## src/rtl/reset_seq_pkg.sv

```systemverilog
// Shared types for the reset sequencer: controller states and reset-cause encoding.
package reset_seq_pkg;

    typedef enum logic [1:0] {
        ASSERT,
        RELEASE,
        RUN,
        QUIESCE
    } reset_state_t;

    typedef enum logic [1:0] {
        POR,
        SOFT,
        SOFT_FORCED,
        WDT
    } reset_cause_t;

    function automatic int max2(input int a, input int b);
        return (a > b) ? a : b;
    endfunction

endpackage

```

## src/rtl/reset_sequencer_if.sv

```systemverilog
// Software-reset handshake between CP0 / bus masters and the reset sequencer.
interface reset_sequencer_if;
    logic soft_req;
    logic quiesce_req;
    logic quiesce_ack;
    logic wdt_kick;

    modport master (
        output soft_req,
        output quiesce_ack,
        output wdt_kick,
        input  quiesce_req
    );

    modport slave (
        input  soft_req,
        input  quiesce_ack,
        input  wdt_kick,
        output quiesce_req
    );
endinterface

```

## src/rtl/reset_sync.sv

```systemverilog
// Reset-deassert synchronizer: asserts asynchronously, releases after SYNC_STAGES clock edges.
module reset_sync #(
    parameter int SYNC_STAGES = 2
) (
    input  logic clk,
    input  logic rst,
    output logic sync_rel
);
    logic [SYNC_STAGES-1:0] hold_q;

    always_ff @(posedge clk or posedge rst) begin
        if (rst) begin
            hold_q <= '1;
        end else begin
            hold_q <= {hold_q[SYNC_STAGES-2:0], 1'b0};
        end
    end

    assign sync_rel = ~hold_q[SYNC_STAGES-1];
endmodule

```

## src/rtl/reset_sequencer.sv

```systemverilog
// Stretches the system reset and releases NUM_DOMAINS resets in order; handles software reset
// with bus quiesce. Optional watchdog enabled by defining RESET_SEQ_WDT_EN.
module reset_sequencer
    import reset_seq_pkg::*;
#(
    parameter int NUM_DOMAINS     = 3,
    parameter int STRETCH_CYCLES  = 128,
    parameter int STAGE_GAP       = 4,
    parameter int QUIESCE_TIMEOUT = 256,
    parameter int SYNC_STAGES     = 2,
    parameter int WDT_CYCLES      = 1048576
) (
    input  logic                   clk,
    input  logic                   reset,
    reset_sequencer_if.slave       ctl,
    output logic [NUM_DOMAINS-1:0] rst_out,
    output logic                   all_released,
    output logic [1:0]             last_cause
);
    localparam int LAST_REL = STRETCH_CYCLES - 1 + (NUM_DOMAINS - 1) * STAGE_GAP;
    localparam int CW = $clog2(max2(STRETCH_CYCLES + (NUM_DOMAINS - 1) * STAGE_GAP,
                                    QUIESCE_TIMEOUT) + 1);

    reset_state_t           state_q, state_d;
    logic [CW-1:0]          count_q, count_d, rel_count;
    logic [NUM_DOMAINS-1:0] rst_q, rst_d, rel_hit;
    logic                   qreq_q, qreq_d;
    reset_cause_t           cause_q, cause_d;
    logic                   sync_rel;
    logic                   wdt_expire;

    reset_sync #(.SYNC_STAGES(SYNC_STAGES)) u_sync (
        .clk      (clk),
        .rst      (reset),
        .sync_rel (sync_rel)
    );

    // Count value as it will stand after this edge; zero on the ASSERT->RELEASE edge.
    assign rel_count = (state_q != RELEASE)        ? '0 :
                       (count_q == CW'(LAST_REL))  ? count_q :
                                                     count_q + CW'(1);

    for (genvar gi = 0; gi < NUM_DOMAINS; gi++) begin : g_rel
        assign rel_hit[gi] = (rel_count >= CW'(STRETCH_CYCLES - 1 + gi * STAGE_GAP));
    end

`ifdef RESET_SEQ_WDT_EN
    localparam int WW = $clog2(WDT_CYCLES + 1);
    logic [WW-1:0] wdt_q, wdt_d;

    assign wdt_expire = (state_q == RUN) && !ctl.wdt_kick && (wdt_q == WW'(WDT_CYCLES - 1));
    assign wdt_d = (state_q == RUN && state_d == RUN && !ctl.wdt_kick) ? wdt_q + WW'(1) : '0;

    always_ff @(posedge clk or posedge reset) begin
        if (reset) begin
            wdt_q <= '0;
        end else begin
            wdt_q <= wdt_d;
        end
    end
`else
    assign wdt_expire = 1'b0;
`endif

    always_comb begin
        state_d = state_q;
        count_d = count_q;
        rst_d   = rst_q;
        qreq_d  = qreq_q;
        cause_d = cause_q;
        case (state_q)
            ASSERT: begin
                rst_d = '1;
                if (sync_rel) begin
                    count_d = '0;
                    rst_d   = ~rel_hit;
                    state_d = (&rel_hit) ? RUN : RELEASE;
                end
            end
            RELEASE: begin
                count_d = rel_count;
                rst_d   = rst_q & ~rel_hit;
                if (&rel_hit) begin
                    state_d = RUN;
                end
            end
            RUN: begin
                if (wdt_expire) begin
                    state_d = ASSERT;
                    rst_d   = '1;
                    count_d = '0;
                    cause_d = WDT;
                end else if (ctl.soft_req) begin
                    state_d = QUIESCE;
                    qreq_d  = 1'b1;
                    count_d = '0;
                end
            end
            QUIESCE: begin
                count_d = count_q + CW'(1);
                // An ack on the timeout cycle still counts as a clean quiesce.
                if (ctl.quiesce_ack || count_q == CW'(QUIESCE_TIMEOUT - 1)) begin
                    state_d = ASSERT;
                    qreq_d  = 1'b0;
                    rst_d   = '1;
                    count_d = '0;
                    cause_d = ctl.quiesce_ack ? SOFT : SOFT_FORCED;
                end
            end
            default: state_d = ASSERT;
        endcase
    end

    always_ff @(posedge clk or posedge reset) begin
        if (reset) begin
            state_q <= ASSERT;
            count_q <= '0;
            rst_q   <= '1;
            qreq_q  <= 1'b0;
            cause_q <= POR;
        end else begin
            state_q <= state_d;
            count_q <= count_d;
            rst_q   <= rst_d;
            qreq_q  <= qreq_d;
            cause_q <= cause_d;
        end
    end

    assign rst_out         = rst_q;
    assign all_released    = ~|rst_q;
    assign last_cause      = cause_q;
    assign ctl.quiesce_req = qreq_q;
endmodule

```

## src/flat_wrapper.sv

```systemverilog
// flat-port wrapper written by rule: the top's interface ports become plain ports
module reset_sequencer_flat import reset_seq_pkg::*;
#(
    parameter int NUM_DOMAINS     = 3,
    parameter int STRETCH_CYCLES  = 128,
    parameter int STAGE_GAP       = 4,
    parameter int QUIESCE_TIMEOUT = 256,
    parameter int SYNC_STAGES     = 2,
    parameter int WDT_CYCLES      = 1048576
)
  (clk, reset, rst_out, all_released, last_cause, ctl_soft_req, ctl_quiesce_ack, ctl_wdt_kick, ctl_quiesce_req);
  reset_sequencer_if ctl_i ();
  input  logic clk;
  input  logic reset;
  output logic [NUM_DOMAINS-1:0] rst_out;
  output logic all_released;
  output logic [1:0] last_cause;
  input wire logic [$bits(ctl_i.soft_req)-1:0] ctl_soft_req;
  input wire logic [$bits(ctl_i.quiesce_ack)-1:0] ctl_quiesce_ack;
  input wire logic [$bits(ctl_i.wdt_kick)-1:0] ctl_wdt_kick;
  output wire logic [$bits(ctl_i.quiesce_req)-1:0] ctl_quiesce_req;
  assign ctl_i.soft_req = ctl_soft_req;
  assign ctl_i.quiesce_ack = ctl_quiesce_ack;
  assign ctl_i.wdt_kick = ctl_wdt_kick;
  assign ctl_quiesce_req = ctl_i.quiesce_req;
  reset_sequencer #(.NUM_DOMAINS(NUM_DOMAINS), .STRETCH_CYCLES(STRETCH_CYCLES), .STAGE_GAP(STAGE_GAP), .QUIESCE_TIMEOUT(QUIESCE_TIMEOUT), .SYNC_STAGES(SYNC_STAGES), .WDT_CYCLES(WDT_CYCLES)) u_core (.clk(clk), .reset(reset), .ctl(ctl_i), .rst_out(rst_out), .all_released(all_released), .last_cause(last_cause));
endmodule
```

## config.mk

```make
export PLATFORM = sky130hd
export DESIGN_NAME = reset_sequencer_flat
export DESIGN_NICKNAME = d
export VERILOG_FILES = /design/src/rtl/reset_seq_pkg.sv /design/src/rtl/reset_sequencer_if.sv /design/src/rtl/reset_sync.sv /design/src/rtl/reset_sequencer.sv /design/src/flat_wrapper.sv
export SDC_FILE = /design/constraint.sdc
export NUM_CORES = 1
export LEC_CHECK = 0
export ABC_CLOCK_PERIOD_IN_PS = 5480
export CAP_MARGIN = 20
export CORE_MARGIN = 2
export CORE_UTILIZATION = 45
export DETAILED_ROUTE_END_ITERATION = 8
export DONT_BUFFER_PORTS = 1
export PLACE_DENSITY = 0.71
export SLEW_MARGIN = 40
export SYNTH_ARGS = -nofsm -noshare
export SYNTH_HDL_FRONTEND = slang
export SYNTH_SLANG_ARGS = --single-unit
```

## constraint.sdc

```tcl
create_clock -name clk -period 5.48 [get_ports clk]
set_input_delay 1.096 -clock clk [delete_from_list [all_inputs] [get_ports clk]]
set_output_delay 1.096 -clock clk [all_outputs]
set_load 0.01 [all_outputs]
```

Word level (Yosys, flattened, before mapping)
Index checks and enable logic that the tools add are counted.
{ "classes": {"addsub": 1, "n_div": 0, "n_reduce_logical": 11, "shift": 0, "n_bitwise": 3, "mux": 19, "eq_ne": 10, "n_mul": 0, "magnitude_cmp": 3} }
{ "ops": {"columns": ["cell", "count"], "rows": [
  ["$mux 9", 5],
  ["$pmux 9 s4", 1],
  ["$eq 9x8->1 const B", 2],
  ["$ge 9x8->1 const B", 2],
  ["$mux 2", 6],
  ["$add 9x1->9 const B", 1],
  ["$ge 9x7->1 const B", 1],
  ["$pmux 3 s3", 1],
  ["$pmux 2 s4", 1],
  ["$mux 3", 2],
  ["$ne 2x1->1 const B", 3],
  ["$reduce_and 2->1", 3],
  ["$reduce_and 3->1", 2],
  ["$eq 2x2->1 const B", 2],
  ["$ne 2x2->1 const B", 2],
  ["$reduce_and 4->1", 1],
  ["$and 3x3->3", 1],
  ["$not 3->3", 1],
  ["$reduce_or 3->1", 1],
  ["$eq 2x1->1 const B", 1],
  ["$logic_not 2->1", 1],
  ["$mux 1", 2],
  ["$pmux 1 s2", 1],
  ["$reduce_bool 2->1", 1],
  ["3 further kinds", 3]
]} }
{ "totals": {"n_memories": 0, "latch_bits": 0, "output_inout_bits": 7, "ff_bits": 19, "inputBits": 5, "elab_cells": 53, "rom_bits": 0, "mem_bits_rw": 0} }

Logic depth before layout (Yosys ltp)
{ "logic_depth": {"ltp_word": 8, "mapped_depth": 12, "ltp_nobuf": 11} }

Hierarchy
From an unflattened synthesis, not the netlist that was laid out.
{ "hier_totals": {"hier_cells": 151, "area_unflattened_um2": 1322.5} }
{ "modules_own_cells": {"columns": ["mod", "seq_area_each_um2", "area_per_inst_um2", "cells_per_inst", "n_inst"], "rows": [
  ["reset_sequencer", 429.2, 1258.7, 146, 1],
  ["reset_sync", 52.6, 63.8, 5, 1]
]} }

Worst setup path before layout
No wires, ideal clock.
{ "synth_timing": {"path_type": "flip-flop to flip-flop", "startpoint": "register u_core.count_q[1]", "endpoint": "register u_core.state_q[0]", "t_required_ns": 5.354, "path_buffers": 1, "path_stages_with_launch": 12, "setup_ns": 0.126, "slack_ns": 3.218, "arrival_time_ns": 2.136, "cell_sequence": "dfrtp_1 ha_1 buf_2 and3_1 nand2_1 nor2_1 ha_1 a21boi_1 o211a_1 a221oi_2 o21bai_2 mux2i_1"} }
{ "synth_via": {"elab_chain_cells": 8, "word_cells_on_any_way": 16, "cone_classes": "1 x add/sub; 3 x order compare; 4 x eq/ne; 5 x mux; 3 x reduce/logical"} }
{ "synth_rtl": {"columns": ["element", "line", "source"], "rows": [
  ["start, declared", "reset_sequencer.sv:25", "logic [CW-1:0] count_q, count_d, rel_count;"],
  ["start signal, assigned", "reset_sequencer.sv:123", "count_q <= count_d;"],
  ["$add 9x1->9 / $eq 9x8->1 (equally long branches)", "reset_sequencer.sv:41, reset_sequencer.sv:40", null],
  ["$mux 9", "reset_sequencer.sv:40", "(count_q == CW'(LAST_REL)) ? count_q :"],
  ["$mux 9", "reset_sequencer.sv:39", "assign rel_count = (state_q != RELEASE) ? '0 :"],
  ["$ge 9x7->1 / $ge 9x8->1 (equally long branches)", "reset_sequencer.sv:44", "assign rel_hit[gi] = (rel_count >= CW'(STRETCH_CYCLES - 1 + gi * STAGE_GAP));"],
  ["$reduce_and 3->1", "reset_sequencer.sv:77, reset_sequencer.sv:83", null],
  ["$mux 2", "reset_sequencer.sv:77", "state_d = (&rel_hit) ? RUN : RELEASE;"],
  ["$mux 2", "reset_sequencer.sv:74", "if (sync_rel) begin"],
  ["$pmux 2 s4", "reset_sequencer.sv:71", "case (state_q)"],
  ["end signal, assigned", "reset_sequencer.sv:122", "state_q <= state_d;"],
  ["end, declared", "reset_sequencer.sv:24", "reset_state_t state_q, state_d;"]
]} }
Several ways; a longest one is shown, not always the timed one. The select of a mux whose other input is x is not followed.
A chain may end at the register's enable or synchronous reset.

Worst setup path in the final report
{ "layout_timing": {"startpoint": "register u_core.count_q[0]", "endpoint": "register u_core.count_q[4]"} }
{ "layout_via": {"elab_chain_cells": 4, "word_cells_on_any_way": 8, "cone_classes": "1 x add/sub; 2 x eq/ne; 4 x mux; 1 x reduce/logical"} }
{ "layout_rtl": {"columns": ["element", "line"], "rows": [
  ["$add 9x1->9 (tied with other cells)", "reset_sequencer.sv:41, reset_sequencer.sv:100"],
  ["$mux 9 / $logic_or 1x1->1 (equally long branches)", "reset_sequencer.sv:40, reset_sequencer.sv:102"],
  ["$mux 9 (on tied branches)", "reset_sequencer.sv:39, reset_sequencer.sv:102"],
  ["$pmux 9 s4 (*)", "reset_sequencer.sv:71"]
]} }
Every way passes the cells marked *; elsewhere a longest branch is shown, timed or not.

==> summary.md <==
| Metric | Value |
|---|---|
| Via count | `1059` |
| Ys flop type | `dfrtp_1` |
| ANT cells | `0` |
| Worst setup path endpoint | `u_core.count_q[4]` |
| Starting Density | `0.481` |
| Crit share post-route | `0.495` |
| R2R Setup Slk | `between 2000 and 3000 ps` |
| Die W | `slightly below 60 um` |
| Seq/Total Area, Yosys | `0.357` |
| Final Non-Filler Cells | `172` |
| Largest net degree at the start of global routing | `20` |
| PD cells | `350 mW/mm2` |
| Share of layout cells above drive strength 1 | `0.135` |
| Routability cong. | `~0.85` |
| Number of synthesized flops with an enable pin | `0` |
| Max Cap Viol | `0` |
| Clk_lat worst skew | `around 300 ps` |
| Root Buffer | `clkbuf_4` |
| H-tree levels | `1` |
| Clock-pin transition on the worst setup and hold timing paths | `around 100 ps` |
| Hold Path Class | `reg -> reg` |
| DIE HEIGHT | `between 50 and 60 um` |
| Post-synth ARST share | `1.00` |
| Leak | `0.535 nW` |
| Period minus WS final | `2710 ps` |
| Via/cell ratio | `about 6.2` |
| Row count | `19` |
| Final setup viols | `0` |
| Total setup buffers inserted after CTS | `0` |
| WP data required | `around 5700 ps` |
| Setup TNS | `0 ps` |
| R2R Path End | `u_core.count_q[4]` |
| Status | `finished, final reports clean` |
| Dpl cells | `between 150 and 200` |
| Max-slew headroom | `0.542` |
| First-pass GRT wire length | `4.63 mm` |
| Worst clock skew | `between 4 and 5 ps` |
| Achievable Freq | `approximately 370 MHz` |
| R2R depth | `11` |
| Detailed-route DRC error count | `0` |
| Distinct cells, synth | `53` |
| Die area | `0.00345 mm2` |
| Syn_nets | `approximately 160` |
| Post_cts resized | `0` |
| Startpoint Class | `flop` |
| Crit path from | `u_core.count_q[0]` |
| Final ANT Viol Nets | `0` |
| DP HPWL | `between 1.5 and 2 mm` |
| Final nets | `154` |
| Peak VDD IR | `between 0.0003 and 0.0004 V` |
| Pre-Repair DR Iteration Count | `4` |
| Mapped Cells | `145` |
| Ports | `12` |
| Register bit count reported by yosys | `19` |
| Crit path kind | `reg -> reg` |
| Worst slew pin tran | `approximately 680 ps` |
| 1st-iter DRT viols | `29` |
| Grt total ovfl | `0` |
| Crit. End Element | `flop` |
| Initial antenna violation count | `0` |
| Avg Inst Size Synth | `9.31 um2` |
| Cts hold-fix bufs | `0` |
| Port bufs | `0` |
| Core box area | `roughly 0.0028 mm2` |
| CTS sink cnt | `19` |
| Vias in the first global route | `about 1100` |
| Clock buffer count from CTS | `3` |
| Critical Path AT | `between 2000 and 3000 ps` |
| TritonCTS clock tree | `yes` |
| Clock tree buffer depth | `2` |
| RSZ-0062 raised after global routing | `no` |
| Max FO, Critical Path | `10` |
| Final Slew Violations | `0` |
| Final hold vios | `0` |
| Routed WL | `2.50 mm` |
| Routed WL per cell | `14.6 um` |
| Reg2reg start | `u_core.count_q[0]` |
| Total GRT Usage | `0.171` |
| Post-Syn Area | `approximately 0.0014 mm2` |
| YS warnings | `0` |
| Synthesis-to-layout area growth | `-1.11%` |
==> power by group <==
group | total (mW) | internal (mW) | switching [mW]
registers | 0.184 | 0.160 | 0.0249
clock network | 0.0715 | 0.0284 | 0.0431
logic | 0.211 | 0.0818 | 0.129
==> final cells by class <==
type	count	area, um2
Inverter	7	26.3
Fill cell	281	1470
Tap cell	31	38.8
Multi-Input combinational cell	111	762
Sequential cell	19	482
Clock buffer	4	26.3
==> per-stage QoR <==
stage / util / setup WS (ps) / power [mW] / instance area (um2) / hold slack (ps)
floorplan: - / 3220 / 0.368 / 1350 / 345
global placement: 0.465 / 2820 / 0.385 / 1310 / 347
detailed placement: 0.465 / 2780 / 0.394 / 1310 / 349
CTS: 0.475 / 2750 / 0.468 / 1330 / 365
global route: 0.476 / 2450 / 0.513 / 1340 / 367
finish: 0.476 / 2770 / 0.467 / 1340 / 363
==> worst max-delay path, cell delays in order (launching register included) <==
cell and delay [ps]:
dfrtp_1 530, ha_1 400, and3_1 270, nand2_1 70, nor2_1 130, ha_1 220
nor2_1 70, and2_2 220, o21ai_2 360, o21ai_0 150, nand2_1 90, o21ai_0 80
==> how the worst min path moves through the flow <==
stage | start | end | slack, ps | depth (start not counted)
after CTS | u_core.u_sync.hold_q[0] | u_core.u_sync.hold_q[1] | 360 | 0
after global placement | u_core.u_sync.hold_q[0] | u_core.u_sync.hold_q[1] | 350 | 0
final | u_core.u_sync.hold_q[0] | u_core.u_sync.hold_q[1] | 360 | 0
after detailed placement | u_core.u_sync.hold_q[0] | u_core.u_sync.hold_q[1] | 350 | 0
after global routing | u_core.u_sync.hold_q[0] | u_core.u_sync.hold_q[1] | 370 | 0
after floorplan | u_core.u_sync.hold_q[0] | u_core.u_sync.hold_q[1] | 350 | 0
==> cell families (layout without fill, tap and decap cells) <==
| group | Yosys count | after routing | synth area share |
|---|---|---|---|
| AO/OA/AOI/OAI | 43 | 43 | 0.218 |
| buffers and inverters | 15 | 11 | 0.0816 |
| XOR/XNOR | 3 | 3 | 0.0195 |
| flip-flops | 19 | 19 | 0.357 |
| AND/OR/NAND/NOR | 52 | 52 | 0.219 |
| multiplexers | 5 | 5 | 0.0380 |
| adder cells (fa/ha/maj) | 7 | 7 | 0.0649 |
| other | 1 | 1 | 0.00278 |
==> layout by cell type (no fill, tap or decap), types with 3 or more instances in the layout <==
master / instances
nor3_1: 6
a21oi_1: 5
mux2i_1: 4
nand2_1: 16
dfstp_2: 5
clkbuf_4: 3
nor2_1: 9
o21ai_0: 15
dfrtp_1: 14
ha_1: 7
inv_1: 6
nand3_1: 3
==> sequential cells by signal (all words and copies together) (netlist names) <==
name and flops:
u_core.count_q 9, u_core.state_q 2, u_core.rst_out 3, u_core.ctl.quiesce_req 1, u_core.last_cause 2, u_core.u_sync.hold_q 2
==> metal layers <==
metal / global-route usage / vias to the layer above / routed length, um
met4: 0.0747 / 0 / 48
met5: 0 / - / 0
met1: 0.227 / 521 / 1170
met3: 0.0330 / 5 / 87
li1: - / 512 / -
met2: 0.270 / 21 / 1200
==> cells in the mapped netlist (2+ instances only) <==
cell,number,area share
buf_6,3,0.025
dfstp_2,5,0.097
or2b_2,2,0.013
a21oi_1,6,0.022
xnor2_1,2,0.013
dfrtp_1,14,0.26
nand3_1,3,0.011
o22ai_1,2,0.0093
o21ai_0,15,0.056
and3_1,2,0.0093
nor2_1,9,0.025
inv_1,7,0.019
ha_1,7,0.065
nor3_1,6,0.022
nor2b_1,2,0.0093
a311oi_1,2,0.013
mux2i_1,4,0.030
o31ai_1,2,0.011
clkbuf_8,3,0.031
nand2_1,16,0.044
No activity file was read; power rests on OpenSTA's default activity.
